`src/rtl/flash_prog_seq_if.sv`:
```
// flash_prog_seq_if
//  Bundles the requester-side handshake and the SPI flash engine command bus of flash_prog_seq.
//  slave  : sequencer side (flash_prog_seq)
//  master : requester + engine side (user logic / testbench)
//  Requester : req_valid, req_ready, req_op[1:0], req_addr[23:0], req_wdata[7:0],
//              rsp_valid, rsp_data[7:0], rsp_err[1:0], busy
//  Engine    : cmd_type[3:0], flash_cmd[7:0], flash_addr[23:0], wrdata[7:0],
//              Done_Sig, mydata_o[7:0], myvalid_o
interface flash_prog_seq_if;
   logic        req_valid;
   logic        req_ready;
   logic [1:0]  req_op;
   logic [23:0] req_addr;
   logic [7:0]  req_wdata;
   logic        rsp_valid;
   logic [7:0]  rsp_data;
   logic [1:0]  rsp_err;
   logic        busy;
   logic [3:0]  cmd_type;
   logic [7:0]  flash_cmd;
   logic [23:0] flash_addr;
   logic [7:0]  wrdata;
   logic        Done_Sig;
   logic [7:0]  mydata_o;
   logic        myvalid_o;

   modport slave (
      input  req_valid, req_op, req_addr, req_wdata, Done_Sig, mydata_o, myvalid_o,
      output req_ready, rsp_valid, rsp_data, rsp_err, busy,
             cmd_type, flash_cmd, flash_addr, wrdata
   );

   modport master (
      output req_valid, req_op, req_addr, req_wdata, Done_Sig, mydata_o, myvalid_o,
      input  req_ready, rsp_valid, rsp_data, rsp_err, busy,
             cmd_type, flash_cmd, flash_addr, wrdata
   );
endinterface

```
`src/rtl/flash_prog_seq.sv`:
```
// flash_prog_seq
//  Expands byte-level READ / SECTOR ERASE / BYTE PROGRAM requests into SPI flash engine command
//  chains (WREN, op, RDSR polling) and returns one response per request.
//  Ports:
//   CLK  in  system clock
//   RST  in  synchronous reset, active-high
//   bus  flash_prog_seq_if.slave (requester handshake + engine command bus)
//  Parameters:
//   POLL_MAX  RDSR polls before a timeout response (16-bit compare)
//   CMD_GAP   idle cycles between consecutive engine commands (>= 1)
//  Optional feature: define FLASH_VERIFY_EN to read back and compare the byte after PROGRAM.
//
//  state  | meaning
//  IDLE   | ready for a request
//  CMD    | engine command driven, waiting for Done_Sig
//  GAP    | cmd_type=0 for CMD_GAP cycles, then pick next command or respond
//  RESP   | one-cycle response pulse
module flash_prog_seq #(
   parameter int POLL_MAX = 65535,
   parameter int CMD_GAP  = 4
) (
   input  logic            CLK,
   input  logic            RST,
   flash_prog_seq_if.slave bus
);

   localparam int GW = (CMD_GAP < 2) ? 1 : $clog2(CMD_GAP);

   localparam logic [1:0] OP_READ  = 2'd0;
   localparam logic [1:0] OP_ERASE = 2'd1;
   localparam logic [1:0] OP_PROG  = 2'd2;

   localparam logic [3:0] T_CMD  = 4'h8;
   localparam logic [3:0] T_CMDR = 4'h9;
   localparam logic [3:0] T_ADDR = 4'hA;
   localparam logic [3:0] T_RD   = 4'hB;
   localparam logic [3:0] T_WR   = 4'hC;

   localparam logic [7:0] C_READ = 8'h03;
   localparam logic [7:0] C_WREN = 8'h06;
   localparam logic [7:0] C_SE   = 8'h20;
   localparam logic [7:0] C_PP   = 8'h02;
   localparam logic [7:0] C_RDSR = 8'h05;

   typedef enum logic [1:0] {S_IDLE, S_CMD, S_GAP, S_RESP} state_t;

   // Which command of the chain is (or was last) in flight.
   typedef enum logic [2:0] {
      PH_RD, PH_WREN, PH_OP, PH_POLL
`ifdef FLASH_VERIFY_EN
      , PH_VFY
`endif
   } ph_t;

   state_t      state_q, state_d;
   ph_t         ph_q, ph_d;
   logic [1:0]  op_q, op_d;
   logic [23:0] addr_q, addr_d;
   logic [7:0]  wdata_q, wdata_d;
   logic [7:0]  byte_q, byte_d;
   logic [15:0] poll_q, poll_d;
   logic [GW-1:0] gap_q, gap_d;
   logic [3:0]  cmd_type_q, cmd_type_d;
   logic [7:0]  flash_cmd_q, flash_cmd_d;
   logic [23:0] flash_addr_q, flash_addr_d;
   logic [7:0]  eng_wr_q, eng_wr_d;
   logic [7:0]  rsp_data_q, rsp_data_d;
   logic [1:0]  rsp_err_q, rsp_err_d;

   logic        go;
   logic [3:0]  go_type;
   logic [7:0]  go_cmd;
   logic [23:0] go_addr;
   logic [7:0]  go_wr;
   logic [15:0] poll_inc;

   always_ff @(posedge CLK) begin
      if (RST) begin
         state_q      <= S_IDLE;
         ph_q         <= PH_RD;
         op_q         <= 2'd0;
         addr_q       <= 24'd0;
         wdata_q      <= 8'd0;
         byte_q       <= 8'd0;
         poll_q       <= 16'd0;
         gap_q        <= '0;
         cmd_type_q   <= 4'h0;
         flash_cmd_q  <= 8'h00;
         flash_addr_q <= 24'd0;
         eng_wr_q     <= 8'h00;
         rsp_data_q   <= 8'h00;
         rsp_err_q    <= 2'd0;
      end else begin
         state_q      <= state_d;
         ph_q         <= ph_d;
         op_q         <= op_d;
         addr_q       <= addr_d;
         wdata_q      <= wdata_d;
         byte_q       <= byte_d;
         poll_q       <= poll_d;
         gap_q        <= gap_d;
         cmd_type_q   <= cmd_type_d;
         flash_cmd_q  <= flash_cmd_d;
         flash_addr_q <= flash_addr_d;
         eng_wr_q     <= eng_wr_d;
         rsp_data_q   <= rsp_data_d;
         rsp_err_q    <= rsp_err_d;
      end
   end

   always_comb begin
      state_d      = state_q;
      ph_d         = ph_q;
      op_d         = op_q;
      addr_d       = addr_q;
      wdata_d      = wdata_q;
      byte_d       = byte_q;
      poll_d       = poll_q;
      gap_d        = gap_q;
      cmd_type_d   = cmd_type_q;
      flash_cmd_d  = flash_cmd_q;
      flash_addr_d = flash_addr_q;
      eng_wr_d     = eng_wr_q;
      rsp_data_d   = rsp_data_q;
      rsp_err_d    = rsp_err_q;
      go           = 1'b0;
      go_type      = 4'h0;
      go_cmd       = 8'h00;
      go_addr      = 24'd0;
      go_wr        = 8'h00;
      poll_inc     = poll_q + 16'd1;

      case (state_q)
         S_IDLE: begin
            if (bus.req_valid) begin
               op_d    = bus.req_op;
               addr_d  = bus.req_addr;
               wdata_d = bus.req_wdata;
               poll_d  = 16'd0;
               case (bus.req_op)
                  OP_READ: begin
                     go = 1'b1; go_type = T_RD; go_cmd = C_READ; go_addr = bus.req_addr;
                     ph_d = PH_RD;
                  end
                  OP_ERASE, OP_PROG: begin
                     go = 1'b1; go_type = T_CMD; go_cmd = C_WREN;
                     ph_d = PH_WREN;
                  end
                  default: begin
                     state_d   = S_RESP;
                     rsp_err_d = 2'd3;
                  end
               endcase
            end
         end

         S_CMD: begin
            if (bus.myvalid_o && (cmd_type_q == T_RD || cmd_type_q == T_CMDR))
               byte_d = bus.mydata_o;
            if (bus.Done_Sig) begin
               cmd_type_d = 4'h0;
               gap_d      = GW'(CMD_GAP - 1);
               state_d    = S_GAP;
            end
         end

         S_GAP: begin
            if (gap_q != '0) begin
               gap_d = gap_q - GW'(1);
            end else begin
               case (ph_q)
                  PH_RD: begin
                     state_d = S_RESP; rsp_data_d = byte_q; rsp_err_d = 2'd0;
                  end
                  PH_WREN: begin
                     go = 1'b1; go_addr = addr_q; ph_d = PH_OP;
                     if (op_q == OP_ERASE) begin
                        go_type = T_ADDR; go_cmd = C_SE;
                     end else begin
                        go_type = T_WR; go_cmd = C_PP; go_wr = wdata_q;
                     end
                  end
                  PH_OP: begin
                     go = 1'b1; go_type = T_CMDR; go_cmd = C_RDSR; ph_d = PH_POLL;
                  end
                  PH_POLL: begin
                     if (!byte_q[0]) begin
`ifdef FLASH_VERIFY_EN
                        if (op_q == OP_PROG) begin
                           go = 1'b1; go_type = T_RD; go_cmd = C_READ; go_addr = addr_q;
                           ph_d = PH_VFY;
                        end else begin
                           state_d = S_RESP; rsp_data_d = byte_q; rsp_err_d = 2'd0;
                        end
`else
                        state_d = S_RESP; rsp_data_d = byte_q; rsp_err_d = 2'd0;
`endif
                     end else begin
                        // Compare after increment so at least one RDSR result is always seen.
                        poll_d = poll_inc;
                        if (poll_inc == 16'(POLL_MAX)) begin
                           state_d = S_RESP; rsp_data_d = byte_q; rsp_err_d = 2'd1;
                        end else begin
                           go = 1'b1; go_type = T_CMDR; go_cmd = C_RDSR;
                        end
                     end
                  end
`ifdef FLASH_VERIFY_EN
                  PH_VFY: begin
                     state_d    = S_RESP;
                     rsp_data_d = byte_q;
                     rsp_err_d  = (byte_q != wdata_q) ? 2'd2 : 2'd0;
                  end
`endif
                  default: state_d = S_IDLE;
               endcase
            end
         end

         S_RESP: state_d = S_IDLE;

         default: state_d = S_IDLE;
      endcase

      if (go) begin
         state_d      = S_CMD;
         cmd_type_d   = go_type;
         flash_cmd_d  = go_cmd;
         flash_addr_d = go_addr;
         eng_wr_d     = go_wr;
      end
   end

   assign bus.req_ready  = (state_q == S_IDLE);
   assign bus.busy       = (state_q != S_IDLE);
   assign bus.rsp_valid  = (state_q == S_RESP);
   assign bus.rsp_data   = rsp_data_q;
   assign bus.rsp_err    = rsp_err_q;
   assign bus.cmd_type   = cmd_type_q;
   assign bus.flash_cmd  = flash_cmd_q;
   assign bus.flash_addr = flash_addr_q;
   assign bus.wrdata     = eng_wr_q;

endmodule

```
`src/flat_wrapper.sv`:
```
// flat-port wrapper written by rule: the top's interface ports become plain ports
module flash_prog_seq_flat 
#(
   parameter int POLL_MAX = 65535,
   parameter int CMD_GAP  = 4
)
  (CLK, RST, bus_req_valid, bus_req_op, bus_req_addr, bus_req_wdata, bus_Done_Sig, bus_mydata_o, bus_myvalid_o, bus_req_ready, bus_rsp_valid, bus_rsp_data, bus_rsp_err, bus_busy, bus_cmd_type, bus_flash_cmd, bus_flash_addr, bus_wrdata);
  flash_prog_seq_if bus_i ();
  input  logic CLK;
  input  logic RST;
  input wire logic [$bits(bus_i.req_valid)-1:0] bus_req_valid;
  input wire logic [$bits(bus_i.req_op)-1:0] bus_req_op;
  input wire logic [$bits(bus_i.req_addr)-1:0] bus_req_addr;
  input wire logic [$bits(bus_i.req_wdata)-1:0] bus_req_wdata;
  input wire logic [$bits(bus_i.Done_Sig)-1:0] bus_Done_Sig;
  input wire logic [$bits(bus_i.mydata_o)-1:0] bus_mydata_o;
  input wire logic [$bits(bus_i.myvalid_o)-1:0] bus_myvalid_o;
  output wire logic [$bits(bus_i.req_ready)-1:0] bus_req_ready;
  output wire logic [$bits(bus_i.rsp_valid)-1:0] bus_rsp_valid;
  output wire logic [$bits(bus_i.rsp_data)-1:0] bus_rsp_data;
  output wire logic [$bits(bus_i.rsp_err)-1:0] bus_rsp_err;
  output wire logic [$bits(bus_i.busy)-1:0] bus_busy;
  output wire logic [$bits(bus_i.cmd_type)-1:0] bus_cmd_type;
  output wire logic [$bits(bus_i.flash_cmd)-1:0] bus_flash_cmd;
  output wire logic [$bits(bus_i.flash_addr)-1:0] bus_flash_addr;
  output wire logic [$bits(bus_i.wrdata)-1:0] bus_wrdata;
  assign bus_i.req_valid = bus_req_valid;
  assign bus_i.req_op = bus_req_op;
  assign bus_i.req_addr = bus_req_addr;
  assign bus_i.req_wdata = bus_req_wdata;
  assign bus_i.Done_Sig = bus_Done_Sig;
  assign bus_i.mydata_o = bus_mydata_o;
  assign bus_i.myvalid_o = bus_myvalid_o;
  assign bus_req_ready = bus_i.req_ready;
  assign bus_rsp_valid = bus_i.rsp_valid;
  assign bus_rsp_data = bus_i.rsp_data;
  assign bus_rsp_err = bus_i.rsp_err;
  assign bus_busy = bus_i.busy;
  assign bus_cmd_type = bus_i.cmd_type;
  assign bus_flash_cmd = bus_i.flash_cmd;
  assign bus_flash_addr = bus_i.flash_addr;
  assign bus_wrdata = bus_i.wrdata;
  flash_prog_seq #(.POLL_MAX(POLL_MAX), .CMD_GAP(CMD_GAP)) u_core (.CLK(CLK), .RST(RST), .bus(bus_i));
endmodule
```
`config.mk`:
```
export PLATFORM = sky130hd
export DESIGN_NAME = flash_prog_seq_flat
export DESIGN_NICKNAME = d
export VERILOG_FILES = /design/src/rtl/flash_prog_seq_if.sv /design/src/rtl/flash_prog_seq.sv /design/src/flat_wrapper.sv
export SDC_FILE = /design/constraint.sdc
export NUM_CORES = 1
export LEC_CHECK = 0
export ABC_AREA = 1
export CORE_ASPECT_RATIO = 0.6
export CORE_UTILIZATION = 54
export CTS_BUF_LIST = sky130_fd_sc_hd__clkbuf_4
export DETAILED_ROUTE_END_ITERATION = 8
export PLACE_DENSITY = 0.86
export SETUP_SLACK_MARGIN = 0.2
export SYNTH_ARGS = -nofsm -noshare
export SYNTH_HDL_FRONTEND = slang
export SYNTH_SLANG_ARGS = --single-unit
```
`constraint.sdc`:
```
create_clock -name CLK -period 3.2 [get_ports CLK]
set_clock_uncertainty 0.15 [all_clocks]
set_input_delay 0.64 -clock CLK [delete_from_list [all_inputs] [get_ports CLK]]
set_output_delay 0.64 -clock CLK [all_outputs]
set_load 0.1 [all_outputs]
```
==> results.md <==
Run status:
- The flow ran to the end, and the final reports show no timing, DRC or antenna violations.

Placement:
- The sum of net half-perimeters after detailed placement is 9.44 mm.
- The total instance count after detailed placement is 925.
- Port buffering added 99 buffers.
- The global placement routability congestion is 0.881.

Pwr:
- For this design the ratio of total power to cell area is 853 mW/mm2.
- The fraction of power consumed by combinational cells is 47.4%.
- The relative contribution of the clock network to total power is 18.4%.
- The switching component of the power is 0.00273 W.
- The highest ir drop seen on vdd is 0.000633 V.
- The internal portion of the total power is 0.00276 W.
- In this run, flip-flops and latches consume 34.3% of the power.
- Summed over all cells, the static leakage comes to 2.84 nW.
- Net switching is 49.8% of the power.

Run:
- The number of maximum-capacitance violations is 0.

Die:
- During I/O placement, the number of pins put on the boundary was 104.
- The initialized floorplan defines 27 standard-cell rows.
- In this run the standard cell core region covers 0.00932 mm2.
- The x dimension of the die is 129 um.
- From bottom edge to top edge, the die measures 78.4 um.
- Once the floorplan was initialized, standard cells occupied 56.3% of the core.
- The overall die area is 0.0101 mm2.

Timing:
- The final-layout setup total negative slack is 0 ns.
- The worst slack on hold paths is 0.312 ns.
- The final critical delay including setup and external delays is 2.74 ns.
- For this run, the top clock speed supported by timing is 0.365 GHz.
- For the pin with the worst max-slew slack, the measured transition is 1.02 ns.
- The post-route fraction of the period consumed by the critical path is 85.6%.
- Setup repair after global routing left no endpoint under its margin.
- Headroom to the max-slew limit came out at 32.2%.
- The final-report max-slew violation count is 0.
- The number of endpoints with negative hold slack in the final report is 0.
- Setup violations remaining at the end of the flow were counted as 0.

Synth:
- Sorting the synthesized cells by area gives the leading types as sky130_fd_sc_hd__dfxtp_1, sky130_fd_sc_hd__nor2_1, sky130_fd_sc_hd__o21ai_0, sky130_fd_sc_hd__nand2_1, sky130_fd_sc_hd__nand3_1.
- The share of the synthesized area in the top cell type is 43.4%.
- The number of enable flip-flop cells after synthesis is 0.
- The sequential area share after synthesis is 43.4%.
- The most common flop cell mapped by yosys is sky130_fd_sc_hd__dfxtp_1.
- The cell count after synthesis is 723.
- Counting distinct cell types in the post-synthesis netlist gives 37.
- The synthesized area per cell is 7.27 um2.
- The Yosys step of the flow raised 0 warnings.
- The top cell type by total area after synthesis is sky130_fd_sc_hd__dfxtp_1.
- The register bit count reported by yosys is 114.
- Counting flops with an async set or reset pin after synthesis yields a share of 0%.
- The post-synth design cell area is 0.00525 mm2.

Finish:
- In the final design database the tool counted 870 nets.
- In the layout the commonest cells are sky130_fd_sc_hd__nor2_1, sky130_fd_sc_hd__dfxtp_1, sky130_fd_sc_hd__nand2_1.
- The post-route netlist has 15.2% of its cells at a drive strength greater than 1.
- Leaving out filler cells and counting taps, the final layout contains 958.
- The signed area change from the synthesized netlist to the final layout is 22.5%.
- Across the whole layout, storage elements account for 0.00228 mm2.
- The multi-input logic area is 0.00251 mm2.
- The fill cell instance count of the final layout is 780.
- Leaving out fill and tap cells, the most frequent cell in the layout is sky130_fd_sc_hd__nor2_1.

Setup path:
- The worst setup path is of the reg -> reg kind.
- STA classifies the critical path endpoint as a register.
- The worst setup path is launched from a register.
- The worst-path maximum fanout is 21.
- The arrival time at the worst endpoint is 3.01 ns.
- The endpoint required time on the critical path is 3.47 ns.

Global route:
- The via count of the first global-routing pass is 4748.
- The pin count of the biggest net entering global routing is 57.
- The number of antenna violations at the first check in global routing is 1.
- The leftover overflow at the end of global routing is 0.
- The total routing usage reported by global routing is 28.3%.
- The first global-routing pass estimated 22.4 mm of wire.

Route:
- The average wire length per cell after detail routing is 14.4 um.
- The total wire length after detailed routing is 13.8 mm.
- After the first detailed-routing iteration, the DRC count stood at 565.
- The first-pass iteration count of the detailed router is 6.
- The post-route antenna net violation count is 0.
- Summing over every cut layer, the via total after detailed routing is 5180.
- The average vias per placed instance is 5.41.
- For this run, design rule violations remaining after detail routing come to 0.

Clock tree:
- The H-tree generated during clock tree synthesis spans 4 levels.
- TritonCTS built the clock tree.
- The buffers inserted during post-CTS setup optimization is 0.
- The number of buffers added by the clock tree synthesis step is 17.
- The source-to-sink clock delay at the later pin of the worst-skew pair is 0.53 ns.
- The maximum clock path buffer count is 2.
- For this design, the CTS-stage hold fixing added 0 buffers.
- The clock-pin transition on the worst setup and hold timing paths is 0.10 ns.
- For this design, the sink count on the clock tree is 114.
- The cell at the root of the clock tree is sky130_fd_sc_hd__clkbuf_4.

Worst hold path:
- In this run the worst hold path is classified as reg -> reg.
cells in the mapped netlist, types with 2 or more instances:
cell type,number
sky130_fd_sc_hd__buf_4,4
sky130_fd_sc_hd__nor2_4,4
sky130_fd_sc_hd__inv_1,69
sky130_fd_sc_hd__a31oi_1,3
sky130_fd_sc_hd__nand3_2,4
sky130_fd_sc_hd__ha_1,9
sky130_fd_sc_hd__nand4_1,7
sky130_fd_sc_hd__nand2_4,3
sky130_fd_sc_hd__buf_2,2
sky130_fd_sc_hd__nor3_1,2
sky130_fd_sc_hd__nand2_2,5
sky130_fd_sc_hd__nand3_1,57
sky130_fd_sc_hd__nor2_2,7
sky130_fd_sc_hd__nand2_1,98
sky130_fd_sc_hd__o211a_1,6
sky130_fd_sc_hd__nand3b_1,3
sky130_fd_sc_hd__a22oi_1,4
sky130_fd_sc_hd__o21ai_0,95
sky130_fd_sc_hd__a21oi_1,41
sky130_fd_sc_hd__buf_6,6
sky130_fd_sc_hd__a211oi_1,3
sky130_fd_sc_hd__buf_1,2
sky130_fd_sc_hd__dfxtp_1,114
sky130_fd_sc_hd__o21ai_1,12
sky130_fd_sc_hd__clkbuf_1,25
sky130_fd_sc_hd__nor2_1,127
flip-flops by register name, indices dropped and copies added (netlist names):
| signal | count |
|---|---|
| u_core.addr_q | 24 |
| u_core.bus.cmd_type | 4 |
| u_core.bus.flash_addr | 24 |
| u_core.bus.flash_cmd | 4 |
| u_core.bus.rsp_data | 8 |
| u_core.bus.rsp_err | 2 |
| u_core.bus.wrdata | 8 |
| u_core.byte_q | 8 |
| u_core.gap_q | 2 |
| u_core.op_q | 2 |
| u_core.ph_q | 2 |
| u_core.poll_q | 16 |
| u_core.state_q | 2 |
| u_core.wdata_q | 8 |
worst paths after layout:
kind | from | to | slack (ns) | cells after the start
max reg2reg | u_core.poll_q[1]$_SDFFE_PP0P_ | u_core.bus.flash_cmd[2]$_SDFFE_PP0P_ | 0.46 | 16
min reg2reg | u_core.bus.rsp_err[0]$_SDFFE_PP0P_ | u_core.bus.rsp_err[0]$_SDFFE_PP0P_ | 0.31 | 2
max | u_core.poll_q[1]$_SDFFE_PP0P_ | u_core.bus.flash_cmd[2]$_SDFFE_PP0P_ | 0.46 | 16
min | u_core.bus.rsp_err[0]$_SDFFE_PP0P_ | u_core.bus.rsp_err[0]$_SDFFE_PP0P_ | 0.31 | 2
critical path, stage by stage, from the launching register on:
cell	delay, ns
sky130_fd_sc_hd__dfxtp_1	0.40
sky130_fd_sc_hd__ha_1	0.26
sky130_fd_sc_hd__nand2_1	0.12
sky130_fd_sc_hd__nor2_1	0.15
sky130_fd_sc_hd__nand2_1	0.07
sky130_fd_sc_hd__nand2_1	0.08
sky130_fd_sc_hd__nand2_1	0.05
sky130_fd_sc_hd__nor2_1	0.09
sky130_fd_sc_hd__nand2_1	0.08
sky130_fd_sc_hd__nor2_2	0.10
sky130_fd_sc_hd__nand3_2	0.14
sky130_fd_sc_hd__nand2_4	0.12
sky130_fd_sc_hd__nand2_4	0.08
sky130_fd_sc_hd__nand2_2	0.06
sky130_fd_sc_hd__nand2_2	0.23
sky130_fd_sc_hd__buf_12	0.26
sky130_fd_sc_hd__o211a_1	0.21
power groups by stage:
stage,logic [W],registers [W],clock network (W)
after floorplan,0.00111,0.00279,0
after global placement,0.00251,0.00189,0
after detailed placement,0.00256,0.00190,0
after CTS,0.00258,0.00187,0.00101
after global routing,0.00277,0.00190,0.00108
final,0.00260,0.00188,0.00101
through the flow:
stage	cell area, um2	setup slack (ns)	power (W)	utilization (%)
finish	6440	0.459	0.00549	69.0
global placement	6170	0.497	0.00440	66.1
global route	6440	0.230	0.00574	69.0
floorplan	5280	0.214	0.00390	-
detailed placement	6170	0.339	0.00446	66.1
CTS	6430	0.414	0.00546	68.9
final cells by class:
| cell class | count | share of cell area, % |
|---|---|---|
| clock buffers | 19 | 2.22 |
| inverters | 70 | 4.14 |
| clock inverters | 13 | 1.85 |
| diodes | 1 | 0.0389 |
| repair buffers | 109 | 14.8 |
| well taps | 130 | 2.53 |
| flip-flops and latches | 114 | 35.5 |
| multi-input cells | 502 | 39.0 |
routing by layer:
metal	up-vias	share of wire, %	global-route usage (%)
met5	-	0	0
met4	0	2.0	11.3
met3	26	9.1	7.09
met2	250	43	41.6
met1	2363	46	39.7
li1	2541	-	-
cell families after synthesis:
logic type | after synthesis | share of synthesized area, %
DFF | 114 | 43.4
and+or+nand+nor | 322 | 27.8
other | 1 | 0.0714
buffers and inverters | 110 | 9.24
xor gates and xnor gates | 1 | 0.167
adders and majority gates | 9 | 2.14
AOI/OAI and AO/OA | 166 | 17.1
repair_timing:
item,in CTS,in global routing
endpoints found under the setup margin,0,22
gates resized for setup,0,2
hold endpoints to repair,0,0
Power figures use the tool's default switching activity.
